[src/rtl/cpsd_pkg.sv]
// Shared types and defaults for the cpsd beat scheduler.
// Holds the FSM encoding, classification codes and default parameter values.
package cpsd_pkg;

    typedef enum logic [1:0] {
        ST_IDLE    = 2'd0,
        ST_ARMED   = 2'd1,
        ST_PEAK    = 2'd2,
        ST_REFRACT = 2'd3
    } state_e;

    localparam logic [1:0] CLS_NONE   = 2'd0;
    localparam logic [1:0] CLS_NORMAL = 2'd1;
    localparam logic [1:0] CLS_AF     = 2'd2;
    localparam logic [1:0] CLS_VF     = 2'd3;

    localparam int DEF_DATA_WIDTH = 16;
    localparam int DEF_REFRACT    = 50;
    localparam int DEF_TIMEOUT    = 420;
    localparam int DEF_INIT_MAX   = 100;
    localparam int DEF_PEAK_FLOOR = -100;
    localparam int DEF_THR_SHIFT  = 1;

    // VF outranks AF, which outranks normal.
    function automatic logic [1:0] cls_encode(input logic normal, input logic af, input logic vf);
        logic [1:0] code;
        code = CLS_NONE;
        if (vf)
            code = CLS_VF;
        else if (af)
            code = CLS_AF;
        else if (normal)
            code = CLS_NORMAL;
        return code;
    endfunction

endpackage

[src/rtl/cpsd_peak_track.sv]
// Signed running-peak register for the beat scheduler.
// clear restarts from the floor, load forces a value, track keeps the larger value.
module cpsd_peak_track
    import cpsd_pkg::*;
#(
    parameter int DATA_WIDTH = DEF_DATA_WIDTH,
    parameter int PEAK_FLOOR = DEF_PEAK_FLOOR
) (
    input  logic                         clk,
    input  logic                         rstn,
    input  logic                         clear,
    input  logic                         load,
    input  logic                         track,
    input  logic signed [DATA_WIDTH-1:0] din,
    output logic signed [DATA_WIDTH-1:0] peak
);

    localparam logic signed [DATA_WIDTH-1:0] FLOOR = DATA_WIDTH'(PEAK_FLOOR);

    logic signed [DATA_WIDTH-1:0] peak_q, peak_d;

    always_comb begin
        peak_d = peak_q;
        if (clear)
            peak_d = FLOOR;
        else if (load)
            peak_d = din;
        else if (track && (din > peak_q))
            peak_d = din;
    end

    always_ff @(posedge clk or negedge rstn) begin
        if (!rstn)
            peak_q <= FLOOR;
        else
            peak_q <= peak_d;
    end

    assign peak = peak_q;

endmodule

[src/rtl/cpsd_beat_sched.sv]
// R-peak beat scheduler feeding cpsd_top: drives start/qrs/max and captures
// the per-beat class verdict and RR interval. All outputs are registered.
module cpsd_beat_sched
    import cpsd_pkg::*;
#(
    parameter int DATA_WIDTH = DEF_DATA_WIDTH,
    parameter int REFRACT    = DEF_REFRACT,
    parameter int TIMEOUT    = DEF_TIMEOUT,
    parameter int INIT_MAX   = DEF_INIT_MAX,
    parameter int PEAK_FLOOR = DEF_PEAK_FLOOR,
    parameter int THR_SHIFT  = DEF_THR_SHIFT
) (
    input  logic                          clk,
    input  logic                          rstn,
    input  logic                          en,
    input  logic                          sample_valid,
    input  logic signed [DATA_WIDTH-1:0]  xin,
    input  logic                          cls_normal,
    input  logic                          cls_af,
    input  logic                          cls_vf,
    output logic                          start,
    output logic                          qrs,
    output logic signed [DATA_WIDTH-1:0]  max,
    output logic [$clog2(TIMEOUT+1)-1:0]  rr_interval,
    output logic [1:0]                    class_code,
    output logic                          class_valid,
    output logic                          missed_beat
);

    localparam int RRW  = $clog2(TIMEOUT + 1);
    localparam int REFW = (REFRACT > 1) ? $clog2(REFRACT) : 1;

    localparam logic [RRW-1:0]               RR_MAX   = RRW'(TIMEOUT);
    localparam logic [RRW-1:0]               RR_LAST  = RRW'(TIMEOUT - 1);
    localparam logic [REFW-1:0]              REF_LOAD = REFW'(REFRACT - 1);
    localparam logic signed [DATA_WIDTH-1:0] MAX_INIT = DATA_WIDTH'(INIT_MAX);

    state_e                       state_q, state_d;
    logic [RRW-1:0]               rr_cnt_q, rr_cnt_d, rr_inc;
    logic [REFW-1:0]              ref_cnt_q, ref_cnt_d;
    logic signed [DATA_WIDTH-1:0] max_q, max_d;
    logic [RRW-1:0]               rr_interval_q, rr_interval_d;
    logic [1:0]                   class_code_q, class_code_d;
    logic                         start_q, start_d;
    logic                         qrs_q, qrs_d;
    logic                         missed_q, missed_d;

    logic                         pk_clear, pk_load, pk_track;
    logic signed [DATA_WIDTH-1:0] peak, peak_upd, thr;
    logic                         timeout, beat, forced;

    cpsd_peak_track #(
        .DATA_WIDTH (DATA_WIDTH),
        .PEAK_FLOOR (PEAK_FLOOR)
    ) u_peak (
        .clk   (clk),
        .rstn  (rstn),
        .clear (pk_clear),
        .load  (pk_load),
        .track (pk_track),
        .din   (xin),
        .peak  (peak)
    );

    assign thr      = max_q >>> THR_SHIFT;
    assign rr_inc   = (rr_cnt_q >= RR_MAX) ? RR_MAX : rr_cnt_q + RRW'(1);
    assign timeout  = (rr_cnt_q >= RR_LAST);
    // A beat forced by timeout reports the peak including the current sample.
    assign peak_upd = (xin > peak) ? xin : peak;

    always_comb begin
        state_d       = state_q;
        rr_cnt_d      = rr_cnt_q;
        ref_cnt_d     = ref_cnt_q;
        max_d         = max_q;
        rr_interval_d = rr_interval_q;
        class_code_d  = class_code_q;
        qrs_d         = 1'b0;
        missed_d      = 1'b0;
        pk_clear      = 1'b0;
        pk_load       = 1'b0;
        pk_track      = 1'b0;
        beat          = 1'b0;
        forced        = 1'b0;

        if (!en) begin
            state_d  = ST_IDLE;
            rr_cnt_d = '0;
            pk_clear = 1'b1;
        end else if (state_q == ST_IDLE) begin
            state_d = ST_ARMED;
        end else if (sample_valid) begin
            rr_cnt_d = rr_inc;
            case (state_q)
                ST_ARMED: begin
                    if (xin > thr) begin
                        state_d = ST_PEAK;
                        pk_load = 1'b1;
                    end else begin
                        pk_track = 1'b1;
                        if (timeout) begin
                            beat   = 1'b1;
                            forced = 1'b1;
                        end
                    end
                end
                ST_PEAK: begin
                    if ((xin < peak) || timeout)
                        beat = 1'b1;
                    else
                        pk_track = 1'b1;
                end
                ST_REFRACT: begin
                    pk_track  = 1'b1;
                    ref_cnt_d = ref_cnt_q - REFW'(1);
                    if (ref_cnt_q == '0)
                        state_d = ST_ARMED;
                end
                default: state_d = ST_IDLE;
            endcase

            if (beat) begin
                qrs_d         = 1'b1;
                missed_d      = forced;
                max_d         = peak_upd;
                rr_interval_d = rr_inc;
                rr_cnt_d      = '0;
                pk_clear      = 1'b1;
                ref_cnt_d     = REF_LOAD;
                state_d       = ST_REFRACT;
                class_code_d  = cls_encode(cls_normal, cls_af, cls_vf);
            end
        end

        start_d = (state_d != ST_IDLE);
    end

    always_ff @(posedge clk or negedge rstn) begin
        if (!rstn) begin
            state_q       <= ST_IDLE;
            rr_cnt_q      <= '0;
            ref_cnt_q     <= '0;
            max_q         <= MAX_INIT;
            rr_interval_q <= '0;
            class_code_q  <= CLS_NONE;
            start_q       <= 1'b0;
            qrs_q         <= 1'b0;
            missed_q      <= 1'b0;
        end else begin
            state_q       <= state_d;
            rr_cnt_q      <= rr_cnt_d;
            ref_cnt_q     <= ref_cnt_d;
            max_q         <= max_d;
            rr_interval_q <= rr_interval_d;
            class_code_q  <= class_code_d;
            start_q       <= start_d;
            qrs_q         <= qrs_d;
            missed_q      <= missed_d;
        end
    end

    assign start       = start_q;
    assign qrs         = qrs_q;
    assign class_valid = qrs_q;
    assign missed_beat = missed_q;
    assign max         = max_q;
    assign rr_interval = rr_interval_q;
    assign class_code  = class_code_q;

endmodule

[config.mk]
export PLATFORM = sky130hd
export DESIGN_NAME = cpsd_beat_sched
export DESIGN_NICKNAME = d
export VERILOG_FILES = /design/src/rtl/cpsd_pkg.sv /design/src/rtl/cpsd_peak_track.sv /design/src/rtl/cpsd_beat_sched.sv
export SDC_FILE = /design/constraint.sdc
export NUM_CORES = 1
export LEC_CHECK = 0
export BUFFER_PORTS_ARGS = -buffer_cell sky130_fd_sc_hd__clkbuf_2
export CAP_MARGIN = 15
export CORE_AREA = 2 2 94 132
export DETAILED_ROUTE_END_ITERATION = 8
export DIE_AREA = 0 0 96 134
export GPL_TIMING_DRIVEN = 0
export REMOVE_ABC_BUFFERS = 1
export SETUP_SLACK_MARGIN = 0.5
export SLEW_MARGIN = 20
export SYNTH_ARGS = -nofsm -noshare
export SYNTH_HDL_FRONTEND = slang
export SYNTH_SLANG_ARGS = --single-unit
[constraint.sdc]
create_clock -name clk -period 4.2 [get_ports clk]
set_clock_uncertainty 0.15 [all_clocks]
set_input_delay 0.21 -clock clk [delete_from_list [all_inputs] [get_ports clk]]
set_output_delay 0.21 -clock clk [all_outputs]
set_load 0.005 [all_outputs]
* Word level (Yosys, flattened, before mapping) *
Cells that the tools add are included.

word-level totals
  word-level logic and storage cells = 82
  input port bits = 23
  register bits after elaboration = 63
  output and inout bits = 31

cells by class
  magnitude comparators = 5
  bitwise logic cells = 1
  mux-type cells = 49
  eq/ne operators = 5
  add/subtract/negate cells = 2
  reductions and logical operators = 10

operator list
  kind                                                       number
  2-to-1 mux 16 bit                                          4
  2-to-1 mux 9 bit                                           5
  2-to-1 mux 1 bit                                           27
  greater-or-equal comparator 9 bit (second input constant)  2
  > comparator 16 x 15 -> 1 bit                              1
  > comparator 16 bit                                        1
  < comparator 16 bit                                        1
  2-to-1 mux 2 bit                                           8
  2-to-1 mux 6 bit                                           2
  adder 9 x 1 -> 9 bit (second input constant)               1
  AND reduction 4 bit                                        2
  zero test 6 bit                                            1
  one-hot mux 2 bit (3 select lines)                         1
  subtractor 6 x 1 -> 6 bit (second input constant)          1
  == test 2 bit (second input constant)                      2
  nonzero test 2 bit                                         2
  one-hot mux 1 bit (3 select lines)                         1
  nonzero test 3 bit                                         1
  == test 2 x 1 -> 1 bit (second input constant)             1
  zero test 2 bit                                            1
  != test 2 x 1 -> 1 bit (second input constant)             1
  != test 2 bit (second input constant)                      1
  one-hot mux 1 bit (2 select lines)                         1
  AND reduction 2 bit                                        1
  other kinds (3)                                            3

* Logic depth before layout (Yosys ltp) *
Gate-level depths: netlist of run 1.

  depth after elaboration = 12
  mapped depth = 11
  gate-level depth less buffers = 9

* Cells and area by module *
A second synthesis of run 1 with hierarchy kept.

unflattened totals
  cells, all modules = 514
  area, all modules = 4653.2 um^2

modules (own cells, without submodules)
  module           seq. area each (um^2)  times used  cells each  area an instance (um^2)
  cpsd_beat_sched  1179.9                 1           384         3450.8
  cpsd_peak_track  415.4                  1           130         1202.4

* Least setup slack after synthesis of run 1 *
OpenSTA, ideal clock, no wires.

  path type = register to register
  from = register u_peak.peak_q[15], in the netlist u_peak.peak[15]
  to = register max_q[0], in the netlist max[0]
  required time = 3.925 ns
  setup slack = 1.150 ns
  period minus slack after synthesis = 3.050 ns
  setup time = 0.125 ns
  cell stages (with the launch flop) = 10
  buffers on the path = 0
  arrival = 2.776 ns
  cells stage by stage = dfstp_2 inv_1 ha_1 nand4_2 or4_4 o21ai_0 a31oi_2 nor2_2 mux2_2 mux2_2

on the way
  word-level cells in the longest chain between the ends = 8
  elaborated cells between the ends (all ways) = 10
  classes of those cells = order compare (2); mux (6); reduce/logical (2)

RTL lines
  element                             line                    text
  start: declaration                  cpsd_peak_track.sv:20   logic signed [DATA_WIDTH-1:0] peak_q, peak_d;
  start signal: assignment            cpsd_peak_track.sv:36   peak_q <= peak_d;
  < comparator 16 bit                 cpsd_beat_sched.sv:108  if ((xin < peak) || timeout)
  logical OR 1 bit                    cpsd_beat_sched.sv:108
  2-to-1 mux 1 bit                    cpsd_beat_sched.sv:108
  one-hot mux 1 bit (2 select lines)  cpsd_beat_sched.sv:94   case (state_q)
  2-to-1 mux 1 bit                    cpsd_beat_sched.sv:92   end else if (sample_valid) begin
  2-to-1 mux 1 bit                    cpsd_beat_sched.sv:90   end else if (state_q == ST_IDLE) begin
  2-to-1 mux 1 bit                    cpsd_beat_sched.sv:86   if (!en) begin
  AND reduction 4 bit (no line)       -
  end signal: assignment              cpsd_beat_sched.sv:153  max_q <= max_d;
  end: declaration                    cpsd_beat_sched.sv:41   logic signed [DATA_WIDTH-1:0] max_q, max_d;

Parallel ways exist; a longest one is shown, timed or not. The select of a mux whose other input is x is not followed.
A chain may end at the register's enable or synchronous reset.

* Worst setup path after layout of run 1 *
  from = register u_peak.peak_q[15], in the netlist u_peak.peak[15]
  to = register u_peak.peak_q[6], in the netlist u_peak.peak[6]

on the way
  word-level cells in the longest chain between the ends = 12
  elaborated cells between the ends (all ways) = 20
  classes of those cells = order compare (2); mux (15); reduce/logical (3)

RTL lines
  element                                                                   line                    text
  < comparator 16 bit                                                       cpsd_beat_sched.sv:108
  logical OR 1 bit                                                          cpsd_beat_sched.sv:108
  2-to-1 mux 1 bit                                                          cpsd_beat_sched.sv:108
  one-hot mux 1 bit (2 select lines)                                        cpsd_beat_sched.sv:94
  2-to-1 mux 1 bit                                                          cpsd_beat_sched.sv:92
  2-to-1 mux 1 bit                                                          cpsd_beat_sched.sv:90
  2-to-1 mux 1 bit                                                          cpsd_beat_sched.sv:86
  2-to-1 mux 1 bit                                                          cpsd_beat_sched.sv:122  if (beat) begin
  2-to-1 mux 1 bit                                                          cpsd_beat_sched.sv:92
  2-to-1 mux 1 bit                                                          cpsd_beat_sched.sv:90
  2-to-1 mux 1 bit                                                          cpsd_beat_sched.sv:86
  nonzero test 3 bit (no line) / 2-to-1 mux 16 bit (equally long branches)  -

Parallel ways exist; a longest one is shown, timed or not. The select of a mux whose other input is x is not followed.

==> flow_summary.yaml, run 1 <==
outcome:
  outcome: "finished, final reports clean"
setup_path:
  slowest_stage: "or4_4"
  cp_data_arrival_time_ns: 3.62
  slowest_delay_ns: 0.59
  critPathMaxFanout: 5
  cp_cell_sequence: "inv_1 > ha_1 > nand4_2 > or4_4 > a21o_1 > a31oi_2 > a211oi_4 > buf_4 > o21ai_1 > mux2i_1"
  worstSetupEndpointType: "register"
  critPathBufInv: 2
  cp_data_required_time_ns: 4.31
  crit_family: "compound AO/OA/AOI/OAI gates"
  critical_path_class: "reg2reg"
  cp-start-kind: "register"
yosys:
  async_flop_share_pct: 100
  syn-cell-area_mm2: 0.00435
  ys.flop_type: "dfrtp_1"
  synth-warning-count: 0
  ys_seq_elements: 63
  synth_edf_count: 0
  ys_seq_area_share_pct: 36.6
  synth_cells: 456
  avgSynthCellArea_um2: 9.55
  synthDistinctLibCells: 67
grt:
  grt_pass1_wl_um: 18600
  grt_max_degree: 33
  antenna_found_initial: 0
  grt_pass1_vias: 3823
  grt_remaining_overflow: 0
  grt_use_total_pct: 18.7
clock_network:
  root_buffer: "clkbuf_16"
  worstSkewPairLatency_ns: 0.34
  numCtsBuffers: 9
  clkTransAtPathRegs_ns: 0.05
  clk_path_buf_depth: 2
  cts_tree: "done"
  h-tree-depth: 3
  numClockSinks: 63
layout:
  fin_util_pct: 44.6
  nNetsFinal: 586
  multiInputGateArea_mm2: 0.00244
  drive_gt1_share_pct: 23.7
  area_delta_synth_final_pct: 19.8
  layout_commonest_cell: "inv_1"
  fillCellCount: 1119
  design_area_mm2: 0.00522
  n_antenna_cell: 0
  register_area_mm2: 0.00160
  layout_common_cells: "inv_1, clkbuf_2, dfrtp_1"
die:
  die_h_um: 134
  dieWidth_um: 96
  dieArea_mm2: 0.0129
  start_util_pct: 37.2
  pin_count: 54
  coreArea_mm2: 0.0117
  row_count: 47
drt:
  viasPerCell: 5.47
  via_count: 3689
  wirelength_um: 11200
  post_drt_wl_per_cell_um: 16.6
  ant_nets: 0
  drc: 0
  drtPass1Iterations: 4
  drtIter0Drc: 149
sta:
  tns_ns: 0
  setup_viol: 0
  fmax_mhz: 285
  hold_viol: 0
  drv_slew: 0
  grt_setup_unrepaired: "false"
  slew_headroom_pct: 48.1
  hold_ws_ns: 0.00607
  worstMarginPinSlew_ns: 0.772
  finalCritPeriodShare_pct: 83.7
  finalCriticalPeriod_ns: 3.51
place:
  dp_hpwl_um: 8250
  placed_cell_area_mm2: 0.00476
  io_buffers: 53
  place.gp.congestion: 0.883
power_and_ir_drop:
  irDropWorstVdd_mv: 0.194
  p_leak_uw: 0.00273
  p_per_area_mw_per_mm2: 293
worst_hold_path:
  min_path_type: "in2reg"
job:
  maxCapViolCount: 0
## synthesized netlist by cell type, drive strengths merged, types with 2 or more instances
cell | instances | area share [%]
a211oi | 2 | 0.46
a21o | 2 | 0.34
a21oi | 19 | 2.3
a221o | 2 | 0.46
a22o | 3 | 0.60
a22oi | 3 | 0.52
a31oi | 3 | 0.57
and2 | 6 | 0.86
and3 | 3 | 0.43
buf | 12 | 2.0
clkbuf | 6 | 0.52
dfrtp | 48 | 28
dfstp | 15 | 9.1
ha | 41 | 12
inv | 66 | 5.7
mux2 | 13 | 3.4
mux2i | 34 | 7.8
nand2 | 26 | 2.2
nand3 | 7 | 0.80
nand4 | 16 | 2.4
nor2 | 25 | 2.2
nor2b | 6 | 0.86
nor3 | 9 | 1.3
nor4 | 9 | 1.4
o211a | 2 | 0.46
o211ai | 32 | 5.6
o21a | 2 | 0.34
o21ai | 11 | 1.3
o31ai | 4 | 0.69
o41ai | 3 | 0.60
or3 | 3 | 0.43
## cells by family after synthesis
family	count (synthesis)	share of synthesized area, %
mux	47	11.2
fa+ha+maj	41	11.8
simple gates	114	13.7
flops	63	36.6
xor+xnor	1	0.201
compound gates	106	18.2
buf+inv	84	8.25
## layer usage
layer	global-route usage (%)	vias up	part of all wire, %
li1	-	1797	-
met1	20.9	1796	40
met2	33.7	74	54
met3	3.09	22	3.2
met4	8.41	0	2.4
met5	0	-	0
## cell type report
cell class / count / share of cell area [%]
clock buffers: 15 / 5.13
clock inverters: 1 / 0.0960
inverters: 66 / 4.75
multi-input cells: 309 / 46.9
flip-flops and latches: 63 / 30.6
well taps: 147 / 3.53
repair buffers: 73 / 9.02
## final timing paths
kind                                              end  cells after the start  slack [ns]                   startpoint
max                        u_peak.peak[6]$_DFFE_PN0P_                     10        0.69  u_peak.peak[15]$_DFFE_PN1P_
min                        u_peak.peak[8]$_DFFE_PN1P_                      3       0.006                       xin[8]
max reg2reg                u_peak.peak[6]$_DFFE_PN0P_                     10        0.69  u_peak.peak[15]$_DFFE_PN1P_
min reg2reg                rr_interval[8]$_DFFE_PN0P_                      1        0.36   rr_interval[8]$_DFFE_PN0P_
max in group asynchronous          max[6]$_DFFE_PN1P_                      3        3.05                         rstn
min in group asynchronous         max[14]$_DFFE_PN0P_                      2        0.24                         rstn
## per-stage QoR
stage	total power (µW)	std cells	setup slack, ns
after floorplan	746	438	-0.296
after global placement	812	638	-1.50
after detailed placement	821	640	0.199
after CTS	1540	670	0.506
after global routing	1590	674	0.538
final	1530	674	0.686
## report_power, final
part	leakage (µW)	switching, µW	internal, µW
logic	0.00186	117	77.1
clock network	0.000134	267	431
registers	0.000738	10.1	623
total	0.00273	394	1130
## flip-flops by register name, summed over array words and instances (netlist names)
name         count
rr_cnt_q         9
start            1
rr_interval      9
u_peak.peak     16
class_valid      1
max             16
ref_cnt_q        6
class_code       2
state_q          2
missed_beat      1
## worst register-to-register path: stages (launching register included)
cell	delay, ns
dfstp_2	0.54
inv_1	0.04
ha_1	0.38
nand4_2	0.22
or4_4	0.59
a21o_1	0.20
a31oi_2	0.36
a211oi_4	0.10
buf_4	0.20
o21ai_1	0.42
mux2i_1	0.24
## timing repair
action / 4_1_cts / 5_1_grt
endpoints found under the hold margin: 32 / 0
resized for setup: 3 / 5
hold buffers: 8 / 0
pin swaps: 2 / 1
setup buffers: 6 / 4
endpoints found under the setup margin: 43 / 41
Power figures use the tool's default switching activity.
==> inputs of run 2 (changes only) <==
==> constraint.sdc (replaced) <==
create_clock -name clk -period 2.8 [get_ports clk]
set_clock_uncertainty 0.15 [all_clocks]
set_input_delay 0.14 -clock clk [delete_from_list [all_inputs] [get_ports clk]]
set_output_delay 0.14 -clock clk [all_outputs]
set_load 0.005 [all_outputs]
==> flow_summary.yaml, run 2 (synthesized netlist as in run 1, its figures left out) <==
job:
  maxCapViolCount: 0
place:
  placed_cell_area_mm2: 0.00476
  dp_hpwl_um: 8250
  io_buffers: 53
  place.gp.congestion: 0.883
  pre_cts_slack_ns: -1.20
layout:
  layout_commonest_cell: "inv_1"
  n_antenna_cell: 0
  layout_common_cells: "inv_1, clkbuf_2, dfrtp_1"
  multiInputGateArea_mm2: 0.00294
  drive_gt1_share_pct: 39.2
  area_delta_synth_final_pct: 45.7
  register_area_mm2: 0.00160
  fillCellCount: 1001
  design_area_mm2: 0.00634
  nNetsFinal: 651
grt:
  grt_pass1_wl_um: 20900
  grt_max_degree: 33
  grt_use_total_pct: 21.0
  grt_pass1_vias: 4213
  grt_remaining_overflow: 0
  antenna_found_initial: 0
setup_path:
  cp-start-kind: "register"
  timing.rr.start: "u_peak.peak[4]$_DFFE_PN1P_"
  critPathMaxFanout: 7
  cp_data_required_time_ns: 2.91
  cp_data_arrival_time_ns: 3.23
  critical_path_class: "reg2reg"
  worstSetupEndpointType: "register"
  cp-startpoint: "u_peak.peak[4]$_DFFE_PN1P_"
sta:
  fmax_mhz: 321
  grt_setup_unrepaired: "true"
  worstMarginPinSlew_ns: 0.650
  fin_ws_ns: -0.319
  drv_slew: 0
  setup_viol: 63
  finalCriticalPeriod_ns: 3.12
  finalCritPeriodShare_pct: 111
  slew_headroom_pct: 56.4
  hold_viol: 0
drt:
  ant_nets: 0
  wirelength_um: 13700
  drtPass1Iterations: 5
  via_count: 4110
  drc: 0
  viasPerCell: 5.56
  drtIter0Drc: 214
  post_drt_wl_per_cell_um: 18.5
power_and_ir_drop:
  irDropWorstVdd_mv: 0.267
  p_leak_uw: 0.00310
  p_per_area_mw_per_mm2: 382
die:
  die_h_um: 134
  row_count: 47
  coreArea_mm2: 0.0117
  dieWidth_um: 96
  pin_count: 54
  dieArea_mm2: 0.0129
  start_util_pct: 37.2
clock_network:
  cts_tree: "done"
  clk_path_buf_depth: 2
  h-tree-depth: 3
  clkTransAtPathRegs_ns: 0.05
  numClockSinks: 63
  numCtsBuffers: 9
  worstSkewPairLatency_ns: 0.34
  root_buffer: "clkbuf_16"
outcome:
  violations: "negative setup slack"
  outcome: "finished with violations"
worst_hold_path:
  holdCritStartpoint: "xin[6]"
  min_path_type: "in2reg"
[run 2: cell count changes in the layout (fill, tap and decap cells not counted), sizes merged]
cell,change
and3,+1
dlygate4sd3,+14
buf,+49
o21a,+1
[run 2: timing repair]
item,4_1_cts,5_1_grt
gates resized for setup,80,39
hold endpoints to repair,50,0
cloned,2,0
buffers inserted,41,18
hold buffers,22,0
pin swaps,48,23
setup endpoints to repair,63,63
[run 2: worst max-delay path: stages, from the launching register on]
cell and delay (ns):
dfstp_2 0.56, inv_2 0.05, ha_4 0.25, nand4_1 0.12, or4_4 0.59, a21oi_4 0.19, o311ai_4 0.14, o211a_4 0.20
o21ai_4 0.18, buf_6 0.14, buf_16 0.13, buf_12 0.14, mux2i_1 0.18
[run 2: per-layer routing]
layer	global-route usage, %	share of wire, %	vias up
li1	-	-	1928
met1	23.3	38	2018
met2	38.1	54	124
met3	3.48	4.3	40
met4	9.68	3.8	0
met5	0	0	-
[run 2: path summary, 6_finish.rpt]
| kind | slack [ns] | end | cells past startpoint |
|---|---|---|---|
| min in group asynchronous | 0.18 | max[14]$_DFFE_PN0P_ | 2 |
| hold / removal | 0.03 | max[6]$_DFFE_PN1P_ | 3 |
| max in group asynchronous | 1.71 | max[6]$_DFFE_PN1P_ | 3 |
| setup reg to reg | -0.32 | max[14]$_DFFE_PN0P_ | 12 |
| setup / recovery | -0.32 | max[14]$_DFFE_PN0P_ | 12 |
| hold reg to reg | 0.34 | max[5]$_DFFE_PN1P_ | 2 |
[run 2: stage by stage]
stage | total power [µW] | hold WS, ns | utilization (%) | instances | TNS, ns
after floorplan | 1120 | -0.306 | - | 438 | -51.79
after global placement | 1220 | 0.262 | 40.1 | 638 | -105.29
after detailed placement | 1230 | 0.00888 | 40.7 | 640 | -56.21
after CTS | 2390 | 0.00661 | 51.6 | 721 | -5.97
after global routing | 2520 | 0.0419 | 54.2 | 739 | -17.65
final | 2420 | 0.0297 | 54.2 | 739 | -14.05
[run 2: final cells by class]
cell class | instances | share of cell area (%)
Multi-Input combinational cell | 311 | 46.3
Sequential cell | 63 | 25.2
Timing Repair Buffer | 136 | 17.4
Clock buffer | 15 | 4.22
Inverter | 66 | 3.91
Tap cell | 147 | 2.90
Clock inverter | 1 | 0.0789
[run 2: power breakdown]
group	total [µW]	switching, µW	internal [µW]
logic	415	230	185
registers	951	16.3	934
clock network	1060	409	647
